### config.mk
export PLATFORM = sky130hd
export DESIGN_NAME = sdram_write_queue
export DESIGN_NICKNAME = d
export VERILOG_FILES = /design/src/rtl/sdram_write_queue_pkg.sv /design/src/rtl/sdram_write_queue_sync_fifo.sv /design/src/rtl/sdram_write_queue.sv
export SDC_FILE = /design/constraint.sdc
export NUM_CORES = 1
export LEC_CHECK = 0
export CAP_MARGIN = 20
export CORE_MARGIN = 2
export CORE_UTILIZATION = 58
export DETAILED_ROUTE_END_ITERATION = 7
export GPL_TIMING_DRIVEN = 1
export PLACE_DENSITY = 0.79
export SYNTH_ARGS = -nofsm -noshare
export SYNTH_HDL_FRONTEND = slang
export SYNTH_SLANG_ARGS = --single-unit
### constraint.sdc
create_clock -name clk -period 6.7 [get_ports clk]
set_input_delay 1.34 -clock clk [delete_from_list [all_inputs] [get_ports clk]]
set_output_delay 1.34 -clock clk [all_outputs]
set_load 0.01 [all_outputs]
### src/rtl/sdram_write_queue_pkg.sv
// sdram_write_queue_pkg
// Constants and types shared by the SDRAM write queue.
//   SDRAM_AW      : SDRAM byte-address width.
//   issue_state_t : request-issue FSM state encoding.
package sdram_write_queue_pkg;

  localparam int SDRAM_AW = 25;

  typedef enum logic {
    IDLE     = 1'b0,
    WAIT_ACK = 1'b1
  } issue_state_t;

endpackage : sdram_write_queue_pkg

### src/rtl/sdram_write_queue_sync_fifo.sv
// sync_fifo
// Single-clock FIFO with a separate occupancy counter.
// A push into a full FIFO is accepted only when a pop happens in the
// same cycle. A pop of an empty FIFO is ignored.
// Ports:
//   clk, reset     : clock, synchronous active-high reset
//   push, data_in  : write request and its payload
//   pop            : remove the head entry
//   data_out       : head entry (valid while !empty)
//   full, empty    : occupancy flags
//   count          : current occupancy, 0..DEPTH
module sync_fifo
  import sdram_write_queue_pkg::*;
#(
  parameter int WIDTH = 8,
  parameter int DEPTH = 8
) (
  input  logic                     clk,
  input  logic                     reset,
  input  logic                     push,
  input  logic [WIDTH-1:0]         data_in,
  input  logic                     pop,
  output logic [WIDTH-1:0]         data_out,
  output logic                     full,
  output logic                     empty,
  output logic [$clog2(DEPTH):0]   count
);

  localparam int PTR_W = $clog2(DEPTH);

  logic [WIDTH-1:0] mem [DEPTH];
  logic [PTR_W-1:0] wr_ptr;
  logic [PTR_W-1:0] rd_ptr;
  logic             do_push;
  logic             do_pop;

  assign full     = (count == DEPTH[PTR_W:0]);
  assign empty    = (count == '0);
  assign do_pop   = pop & ~empty;
  // When full, the slot being written is the one being popped this cycle;
  // the read happens before the edge, so reuse is safe.
  assign do_push  = push & (~full | do_pop);
  assign data_out = mem[rd_ptr];

  // NOTE: the storage array has no reset; only pointers and count define
  // which entries are valid, and a resettable RAM cannot map to memory.
  always_ff @(posedge clk) begin
    if (do_push) begin
      mem[wr_ptr] <= data_in;
    end
  end

  // NOTE: sequential state uses non-blocking assignments so every register
  // samples pre-edge values regardless of statement order.
  always_ff @(posedge clk) begin
    if (reset) begin
      wr_ptr <= '0;
      rd_ptr <= '0;
      count  <= '0;
    end else begin
      // Pointers are PTR_W bits, so they wrap modulo DEPTH naturally.
      if (do_push) wr_ptr <= wr_ptr + 1'b1;
      if (do_pop)  rd_ptr <= rd_ptr + 1'b1;
      case ({do_push, do_pop})
        2'b10:   count <= count + 1'b1;
        2'b01:   count <= count - 1'b1;
        default: count <= count;
      endcase
    end
  end

endmodule : sync_fifo

### src/rtl/sdram_write_queue.sv
// sdram_write_queue
// Buffers byte writes from an upstream eraser/downloader and issues them
// one at a time to an SDRAM controller with a req/ack handshake.
// Ports:
//   clk, reset         : clock, synchronous active-high reset
//   in_wr              : upstream write strobe (one write per cycle)
//   in_addr, in_data   : write address and byte, valid with in_wr
//   sd_req             : request to controller, held until sd_ack
//   sd_addr, sd_data   : current request, stable while sd_req is high
//   sd_ack             : one-cycle completion pulse from controller
//   busy               : queue non-empty or a request outstanding
//   count              : FIFO occupancy
//   overflow           : sticky, a write was dropped on a full FIFO
module sdram_write_queue
  import sdram_write_queue_pkg::*;
#(
  parameter int DEPTH = 8,
  parameter int AW    = SDRAM_AW
) (
  input  logic                   clk,
  input  logic                   reset,
  input  logic                   in_wr,
  input  logic [AW-1:0]          in_addr,
  input  logic [7:0]             in_data,
  output logic                   sd_req,
  output logic [AW-1:0]          sd_addr,
  output logic [7:0]             sd_data,
  input  logic                   sd_ack,
  output logic                   busy,
  output logic [$clog2(DEPTH):0] count,
  output logic                   overflow
);

  localparam int ENTRY_W = AW + 8;

  issue_state_t       state;
  logic [ENTRY_W-1:0] head;
  logic               fifo_full;
  logic               fifo_empty;
  logic               pop;

  // A pop only happens from IDLE, so the next entry is taken no earlier
  // than the cycle after the ack that returned the FSM to IDLE.
  assign pop  = (state == IDLE) & ~fifo_empty;
  assign busy = (count != '0) | sd_req;

  sync_fifo #(
    .WIDTH (ENTRY_W),
    .DEPTH (DEPTH)
  ) u_fifo (
    .clk      (clk),
    .reset    (reset),
    .push     (in_wr),
    .data_in  ({in_addr, in_data}),
    .pop      (pop),
    .data_out (head),
    .full     (fifo_full),
    .empty    (fifo_empty),
    .count    (count)
  );

  // Issue FSM with registered request outputs. A late ack arriving in IDLE
  // falls through the IDLE branch untouched.
  always_ff @(posedge clk) begin
    if (reset) begin
      state    <= IDLE;
      sd_req   <= 1'b0;
      sd_addr  <= '0;
      sd_data  <= '0;
      overflow <= 1'b0;
    end else begin
      if (in_wr && fifo_full && !pop) begin
        overflow <= 1'b1;
      end

      case (state)
        IDLE: begin
          if (!fifo_empty) begin
            sd_addr <= head[ENTRY_W-1:8];
            sd_data <= head[7:0];
            sd_req  <= 1'b1;
            state   <= WAIT_ACK;
          end else begin
            sd_req  <= 1'b0;
          end
        end
        WAIT_ACK: begin
          if (sd_ack) begin
            sd_req <= 1'b0;
            state  <= IDLE;
          end
        end
        default: begin
          sd_req <= 1'b0;
          state  <= IDLE;
        end
      endcase
    end
  end

endmodule : sdram_write_queue

# Word-level counts from Yosys, hierarchy flattened
# Memories as Yosys holds them, arrays and structs flattened. A register that Yosys moved wholly into a read port is not among the register bits.
# Cells that the tools add are included.
[totals]
n_memories = 1
input_bits = 37
ram_bits = 264
mem_bits_ro = 0
out_inout_bits = 40
wordCells = 38
regBits = 13
latch_bits = 0
[memory_table]
columns = ["memory", "depth", "width", "rd", "rd_clocked_by_memory_dff", "write_ports", "line", "text"]
rows = [
  ["u_fifo.mem", 8, 33, 1, 1, 1, "sdram_write_queue_sync_fifo.sv:31", "logic [WIDTH-1:0] mem [DEPTH];"],
]
[classes]
order_cmp = 0
eq_ne = 4
shifts = 0
add_sub_neg = 4
reduce_logical = 7
div_mod_pow = 0
n_mul = 0
n_bitwise = 8
n_mux = 8
[ops]
columns = ["op", "n"]
rows = [
  ["one-hot mux 4 bit (2 select lines)", 1],
  ["adder 3 x 1 -> 3 bit, second input constant", 2],
  ["two-way mux 1 bit", 5],
  ["adder 4 x 1 -> 4 bit, second input constant", 1],
  ["equality test 4 bit, second input constant", 1],
  ["logical NOT 4 bit", 1],
  ["one-hot mux 1 bit (2 select lines)", 2],
  ["nonzero test 4 bit", 1],
  ["subtractor 4 x 1 -> 4 bit, second input constant", 1],
  ["AND 1 bit", 3],
  ["NOT 1 bit", 3],
  ["equality test 2 x 1 -> 1 bit, second input constant", 1],
  ["equality test 2 bit, second input constant", 1],
  ["logical AND 1 bit", 2],
  ["inequality test 2 bit, second input constant", 1],
  ["OR 1 bit", 2],
  ["AND reduction 2 bit", 1],
  ["nonzero test 2 bit", 1],
  ["logical NOT 1 bit", 1],
]

# Depth between registers and ports, before layout
# Gate-level depths: netlist (run 1).
[depth]
word_depth = 8
mapped_depth = 11
mapped_depth_nobuf = 9

# Modules after synthesis
# Synthesis (run 1) repeated with hierarchy kept, for this count alone.
[unflattened]
hier_cells = 632
hier_area_um2 = 12166.7
[by_module_without_submodules]
columns = ["mod", "cells_per_inst", "n_inst", "seq_area_each_um2", "area_each_um2"]
rows = [
  ["sync_fifo", 467, 1, 8187.9, 10681.5],
  ["sdram_write_queue", 165, 1, 720.7, 1485.2],
]

# Least setup slack after synthesis (run 1)
# Ideal clock, no wire load.
[synth_timing]
path_kind = "input -> register"
from = "input port in_wr"
to = "memory u_fifo.mem[0][0] (netlist bit) (enable)"
n_path_buf = 0
required_ps = 6194
path_slack_ps = 1572
t_arrival_ps = 4622
path_stages = 2
setup_ps = 506
cell_sequence = "o21ai_2 -> nor4_1"
[synth_via]
elab_chain_len = 3
[synth_lines]
columns = ["element", "line", "text"]
rows = [
  ["from (decl)", "sdram_write_queue.sv:22", "input logic in_wr,"],
  ["AND 1 bit", "sdram_write_queue_sync_fifo.sv:42", "assign do_push = push & (~full | do_pop);"],
  ["two-way mux 1 bit", "sdram_write_queue_sync_fifo.sv:48", "if (do_push) begin"],
  ["two-way mux 1 bit (not written as such)", "sdram_write_queue_sync_fifo.sv:49", "mem[wr_ptr] <= data_in;"],
  ["to (decl)", "sdram_write_queue_sync_fifo.sv:31", ""],
]
# No other way between the ends.

# Worst setup path after layout (run 1)
[layout_timing]
from = "register u_fifo.count[0]"
to = "output port busy"
[layout_via]
elab_chain_len = 2
[layout_lines]
columns = ["element", "line", "text"]
rows = [
  ["from (decl)", "sdram_write_queue_sync_fifo.sv:26", "output logic [$clog2(DEPTH):0] count"],
  ["from (signal assigned)", "sdram_write_queue_sync_fifo.sv:65", "2'b10: count <= count + 1'b1;"],
  ["from (signal assigned)", "sdram_write_queue_sync_fifo.sv:66", "2'b01: count <= count - 1'b1;"],
  ["from (signal assigned)", "sdram_write_queue_sync_fifo.sv:67", "default: count <= count;"],
  ["nonzero test 4 bit", "sdram_write_queue.sv:45", "assign busy = (count != '0) | sd_req;"],
  ["OR 1 bit", "sdram_write_queue.sv:45", ""],
  ["to (decl)", "sdram_write_queue.sv:29", "output logic busy,"],
]
# No other way between the ends.

==> results of run 1 <==
## per-layer routing
| metal | vias to the layer above | global-route usage [%] | part of all wire (%) |
|---|---|---|---|
| met2 | 196 | 39.5 | 54 |
| met5 | - | 0 | 0 |
| met3 | 36 | 2.90 | 4.7 |
| met4 | 0 | 7.31 | 2.0 |
| met1 | 3033 | 29.7 | 39 |
| li1 | 2530 | - | - |
## cell type report
cell class | instances | area [sq um]
Inverter | 4 | 15.0
Fill cell | 1160 | 5850
Multi-Input combinational cell | 232 | 2500
Clock inverter | 11 | 158
Tap cell | 265 | 332
Clock buffer | 41 | 811
Sequential cell | 310 | 8850
Timing Repair Buffer | 91 | 945
## state kept, by name, indices dropped and copies added (netlist names)
register / flops
u_fifo.mem: 264
sd_addr: 25
sd_data: 8
u_fifo.count: 4
u_fifo.rd_ptr: 3
u_fifo.wr_ptr: 3
overflow: 1
sd_req: 1
state: 1
## cell usage in the layout (no fill, tap or decap), types with 3 or more instances in the layout
cell type        instances
buf_6                    3
o22ai_1                 33
bufinv_16                4
nor2_4                   4
clkbuf_8                 4
ha_1                     5
xor2_1                   4
nor2_1                  46
nor3_1                  29
inv_1                    4
a21oi_1                  4
clkbuf_16               29
mux2i_1                  3
clkdlybuf4s50_1         75
clkinv_2                 3
o21ai_0                  3
clkbuf_1                 8
nor3_2                   8
buf_4                    8
mux4_2                  66
edfxtp_1               264
dfxtp_1                 44
nand2b_1                 3
nand2_1                  3
xnor2_1                  3
## power by group through the flow
stage | combinational (W) | clock [W] | sequential (W)
global route | 0.00165 | 0.00174 | 0.00246
finish | 0.00152 | 0.00165 | 0.00244
detailed placement | 0.00147 | 0 | 0.00248
global placement | 0.00144 | 0 | 0.00246
CTS | 0.00149 | 0.00167 | 0.00244
floorplan | 0.000974 | 0 | 0.00246
## logic make-up (layout without fill, tap and decap cells)
| kind of cell | Yosys count | after routing | synth area share (%) |
|---|---|---|---|
| DFF | 310 | 310 | 76.9 |
| and+or+nand+nor | 106 | 106 | 4.53 |
| muxes | 70 | 70 | 13.3 |
| AOI/OAI and AO/OA | 44 | 44 | 2.36 |
| buffers and inverters | 36 | 147 | 1.91 |
| xor gates and xnor gates | 7 | 7 | 0.533 |
| adders and majority gates | 5 | 5 | 0.543 |
## worst reg2reg max path, cell delays in order, from the launching register on
cell and delay (ns):
dfxtp_1 0.40, or3_1 0.46, o21ai_2 0.53, ha_1 0.39
xor2_1 0.19, ha_1 0.19, a21oi_1 0.06, xor2_1 0.18
or3_1 0.32, a21oi_1 0.16
## worst paths after layout
path / start / to / slack (ns) / cells past startpoint
hold reg to reg: sd_data[3] / sd_data[3] / 0.49 / 2
hold / removal: sd_data[3] / sd_data[3] / 0.49 / 2
setup reg to reg: u_fifo.count[0] / u_fifo.count[2] / 3.74 / 9
setup / recovery: u_fifo.count[0] / busy / 3.25 / 3
## metrics by stage
stage          utilization [%]  hold slack (ns)  cells  setup WS [ns]
2_1_floorplan                -            0.502    578           1.57
3_3_place_gp              64.3            0.461    895           2.82
3_5_place_dp              64.5            0.482    898           2.89
4_1_cts                   69.5            0.491    950           3.21
5_1_grt                   70.0            0.508    954           3.13
6_report                  70.0            0.490    954           3.25
==> impl_metrics.tcl, run 1 <==
set metrics [dict create \
    drt_pass1_iterations 5 \
    cap_violations 0 \
    diodes 0 \
    rows 51 \
    cts_buffers 28 \
    worst_pin_slew_ns 1.04 \
    clk_pin_slew_ns 0.07 \
    arrival_ns 2.11 \
    synth_edf_count 264 \
    cts_tree "built" \
    leakagePower_nw 4.35 \
    seq_power_share_pct 43.5 \
    p_int_w 0.00402 \
    setup_violations 0 \
    place_congestion 0.800 \
    synth-seq-area-share_pct 76.9 \
    clock_path_buffers 3 \
    synthCells 578 \
    dieArea_sq_um 21000 \
    cp.required_ns 5.36 \
    grt_pass1_vias 6040 \
    wirelength_mm 23.1 \
    clkPwrFrac_pct 29.5 \
    die_height_um 145 \
    worstSkewPairLatency_ns 0.54 \
    htree_num_levels 1 \
    num_vias 5795 \
    power.switching_w 0.00159 \
    wl_per_cell_um 24.2 \
    slew_headroom_pct 30.5 \
    clock.fmax_ghz 0.290 \
    syn_area_sq_um 11500 \
    drive_gt1_share_pct 21.0 \
    yosys-top-cells-count "edfxtp_1 (264), mux4_2 (66), nor2_1 (50)" \
    die_x_um 145 \
    yosysTopAreaCellShare_pct 68.9 \
    initial_core_util_pct 59.2 \
    crit_buf_inv 1 \
    vdd_drop_max_v 0.000243 \
    crit_path_end_kind "primary output" \
    dp_hpwl_mm 12.8 \
    cts.repair.resized 0 \
    ant_nets 0 \
    ys_warn_count 0 \
    track_usage_pct 22.6 \
    status "completed" \
    synth_largest_area_cell "edfxtp_1" \
    cp_top_family "simple AND/OR/NAND/NOR gates" \
    nets 709 \
    port_buffers 76 \
    cpPeakStageDelay_ns 0.57 \
    syn2layout_area_growth_pct 18.2 \
    grt_max_degree 56 \
    fin_skew_ns 0.0151 \
    grt_pass1_wl_mm 34.8 \
    io_pins 77 \
    avgSynthCellArea_sq_um 19.9 \
    yosysUniqueCellTypes 35 \
    async_flop_share_pct 0 \
    switching_share_pct 28.4 \
    rsz0062_at_grt "false" \
    via_per_inst 6.07 \
    slew_viol_final 0 \
    clockRootBuffer "clkbuf_16" \
    critPathMaxFanout 8 \
    hp-class "flip-flop to flip-flop" \
    grt_overflow_total 0 \
    p_per_area_nw_per_um2 412 \
    antenna_found_initial 0 \
    hold_viol 0 \
    post-synth-top-count-cell "edfxtp_1" \
    period_share_pct 51.5 \
    start_kind "flip-flop" \
    crit_path_top_delay_cell "nor4_1" \
    path_class "flip-flop to primary output" \
    stdcell_area_sq_um 13600 \
    tns_ns 0 \
    place_area_sq_um 12600 \
    critical_path.cell_chain "nor4_1, nand2b_1, clkdlybuf4s50_1" \
    fin_crit_ns 3.45 \
    hold_buffers 0 \
    drc_errors 0 \
    synth_area_leaders "edfxtp_1 (69%), mux4_2 (13%), dfxtp_1 (8.0%), o22ai_1 (1.8%), nor2_1 (1.6%)" \
    cts.sinks 310 \
    synth_ff_type "edfxtp_1" \
    pwr-share-comb_pct 27.0 \
    post_cts_buffers 0 \
    core_area_sq_um 19500 \
    synth_nets 620 \
    ys_ff_latch 310 \
    total_power_w 0.00561 \
    drt_iter0_drc 467 \
]
No activity file was read; power rests on OpenSTA's default activity.
==> run 2, diff against run 1 <==
clock period = 3.5 ns   (was 6.7 ns; I/O delays follow)
==> run 2 against run 1 <==
Compared with the run above:
- power up 99%
- sequential share of layout area shrank 0.62 points
- clock-buffer cell count is 1 higher
- global-route usage fell by 0.21 points
- highest routed layer unchanged
- cell count rose by 0.52%
- final area is 0.98% higher
- critical path type is now flip-flop to flip-flop
- via count up 0.59%
- hold slack got worse by 0.0053 ns
- largest cell class unchanged
- non-clock buffer count is 1 higher
==> impl_metrics.tcl, run 2 (synthesized netlist as in run 1, its figures left out) <==
set metrics [dict create \
    status "completed" \
    place_congestion 0.701 \
    worstSkewPairLatency_ns 0.54 \
    dieArea_sq_um 21000 \
    leakagePower_nw 4.42 \
    clock.fmax_ghz 0.352 \
    p_per_area_nw_per_um2 810 \
    grt_max_degree 69 \
    drt_pass1_iterations 5 \
    crit_path_top_delay_cell "o21ai_2" \
    layout_commonest_cell "edfxtp_1" \
    via_per_inst 6.08 \
    dp_cells 903 \
    io_pins 77 \
    drt_iter0_drc 593 \
    setup_violations 0 \
    rsz0062_at_grt "false" \
    clk_pin_slew_ns 0.07 \
    path_class "flip-flop to flip-flop" \
    grt_pass1_wl_mm 34.6 \
    diodes 0 \
    die_x_um 145 \
    vdd_drop_max_v 0.000443 \
    clock_path_buffers 3 \
    drc_errors 0 \
    die_height_um 145 \
    hp-class "flip-flop to flip-flop" \
    slew_headroom_pct 30.5 \
    nets 712 \
    final_util_pct 70.6 \
    seqCellArea_sq_um 8860 \
    worst_pin_slew_ns 1.04 \
    htree_num_levels 1 \
    cp.required_ns 3.97 \
    ant_nets 0 \
    port_buffers 76 \
    wl_per_cell_um 23.6 \
    reg_top3 "u_fifo.mem: 264 flops, sd_addr: 25 flops, sd_data: 8 flops" \
    drive_gt1_share_pct 22.0 \
    crit_buf_inv 0 \
    fillers 1142 \
    critPathMaxFanout 10 \
    start_kind "flip-flop" \
    syn2layout_area_growth_pct 19.4 \
    fin_skew_ns 0.0187 \
    multi_input_area_sq_um 2520 \
    num_vias 5829 \
    rows 51 \
    post_cts_buffers 0 \
    layout_common_cells "edfxtp_1 (264), clkdlybuf4s50_1 (75), mux4_2 (66)" \
    hold_buffers 0 \
    largest_reg_flops 264 \
    cpPeakStageDelay_ns 0.47 \
    track_usage_pct 22.3 \
    fin_hold_ws_ns 0.485 \
    core_area_sq_um 19500 \
    hold_viol 0 \
    wirelength_mm 22.6 \
    dp_hpwl_mm 12.4 \
    initial_core_util_pct 59.2 \
    crit_path_end_kind "flip-flop" \
    critical_path.cell_chain "or3_1, o21ai_2, ha_1, xor2_1, ha_1, a21oi_1, xor2_1, or3_1, a21oi_1" \
    top_register "u_fifo.mem" \
    antenna_found_initial 0 \
    grt_pass1_vias 6025 \
    final-instance-count-excl-fill 959 \
    clockRootBuffer "clkbuf_16" \
    cts.repair.resized 0 \
    cts_buffers 30 \
    cp_top_family "simple AND/OR/NAND/NOR gates" \
    cap_violations 0 \
    slew_viol_final 0 \
    arrival_ns 3.31 \
    cts.sinks 310 \
    period_share_pct 81.2 \
    fin_crit_ns 2.84 \
    cts_tree "built" \
    grt_overflow_total 0 \
    tns_ns 0 \
]
==> run 2: tightest hold or removal path, stage by stage (launching register included) <==
cell and delay [ns]:
dfxtp_1 0.33, a21oi_1 0.05, nor2_1 0.07
==> run 2: worst paths after layout <==
| check | start | to | slack [ns] | cells past startpoint |
|---|---|---|---|---|
| setup / recovery | u_fifo.count[1] | u_fifo.count[2] | 0.66 | 9 |
| hold / removal | overflow | overflow | 0.48 | 2 |
| setup reg to reg | u_fifo.count[1] | u_fifo.count[2] | 0.66 | 9 |
| hold reg to reg | overflow | overflow | 0.48 | 2 |
==> run 2: layout make-up <==
cell class	instances	share of cell area [%]
flip-flops and latches	310	64.4
well taps	265	2.41
clock buffers	42	6.22
inverters	4	0.109
multi-input cells	232	18.3
repair buffers	92	6.46
clock inverters	14	2.07
==> run 2: metrics by stage <==
step                setup WS, ns  power (W)  area [sq um]
finish                     0.657     0.0111         13700
detailed placement         0.592    0.00761         12600
global route               0.496     0.0116         13700
CTS                        0.688     0.0112         13700
floorplan                 -0.120    0.00658         11500
global placement           0.707    0.00749         12600
==> run 2: where the power goes <==
part	total, W	switching (W)	leakage (nW)	internal, W
clock	0.00360	0.00131	0.550	0.00229
sequential	0.00476	0.000384	2.78	0.00438
combinational	0.00277	0.00139	1.09	0.00138
==> run 2: routing by layer <==
metal / up-vias / wire [um] / GRT usage, %
met5: - / 0 / 0
met4: 0 / 441 / 6.23
met3: 29 / 1190 / 2.90
li1: 2526 / - / -
met2: 200 / 11900 / 38.5
met1: 3074 / 9090 / 30.5
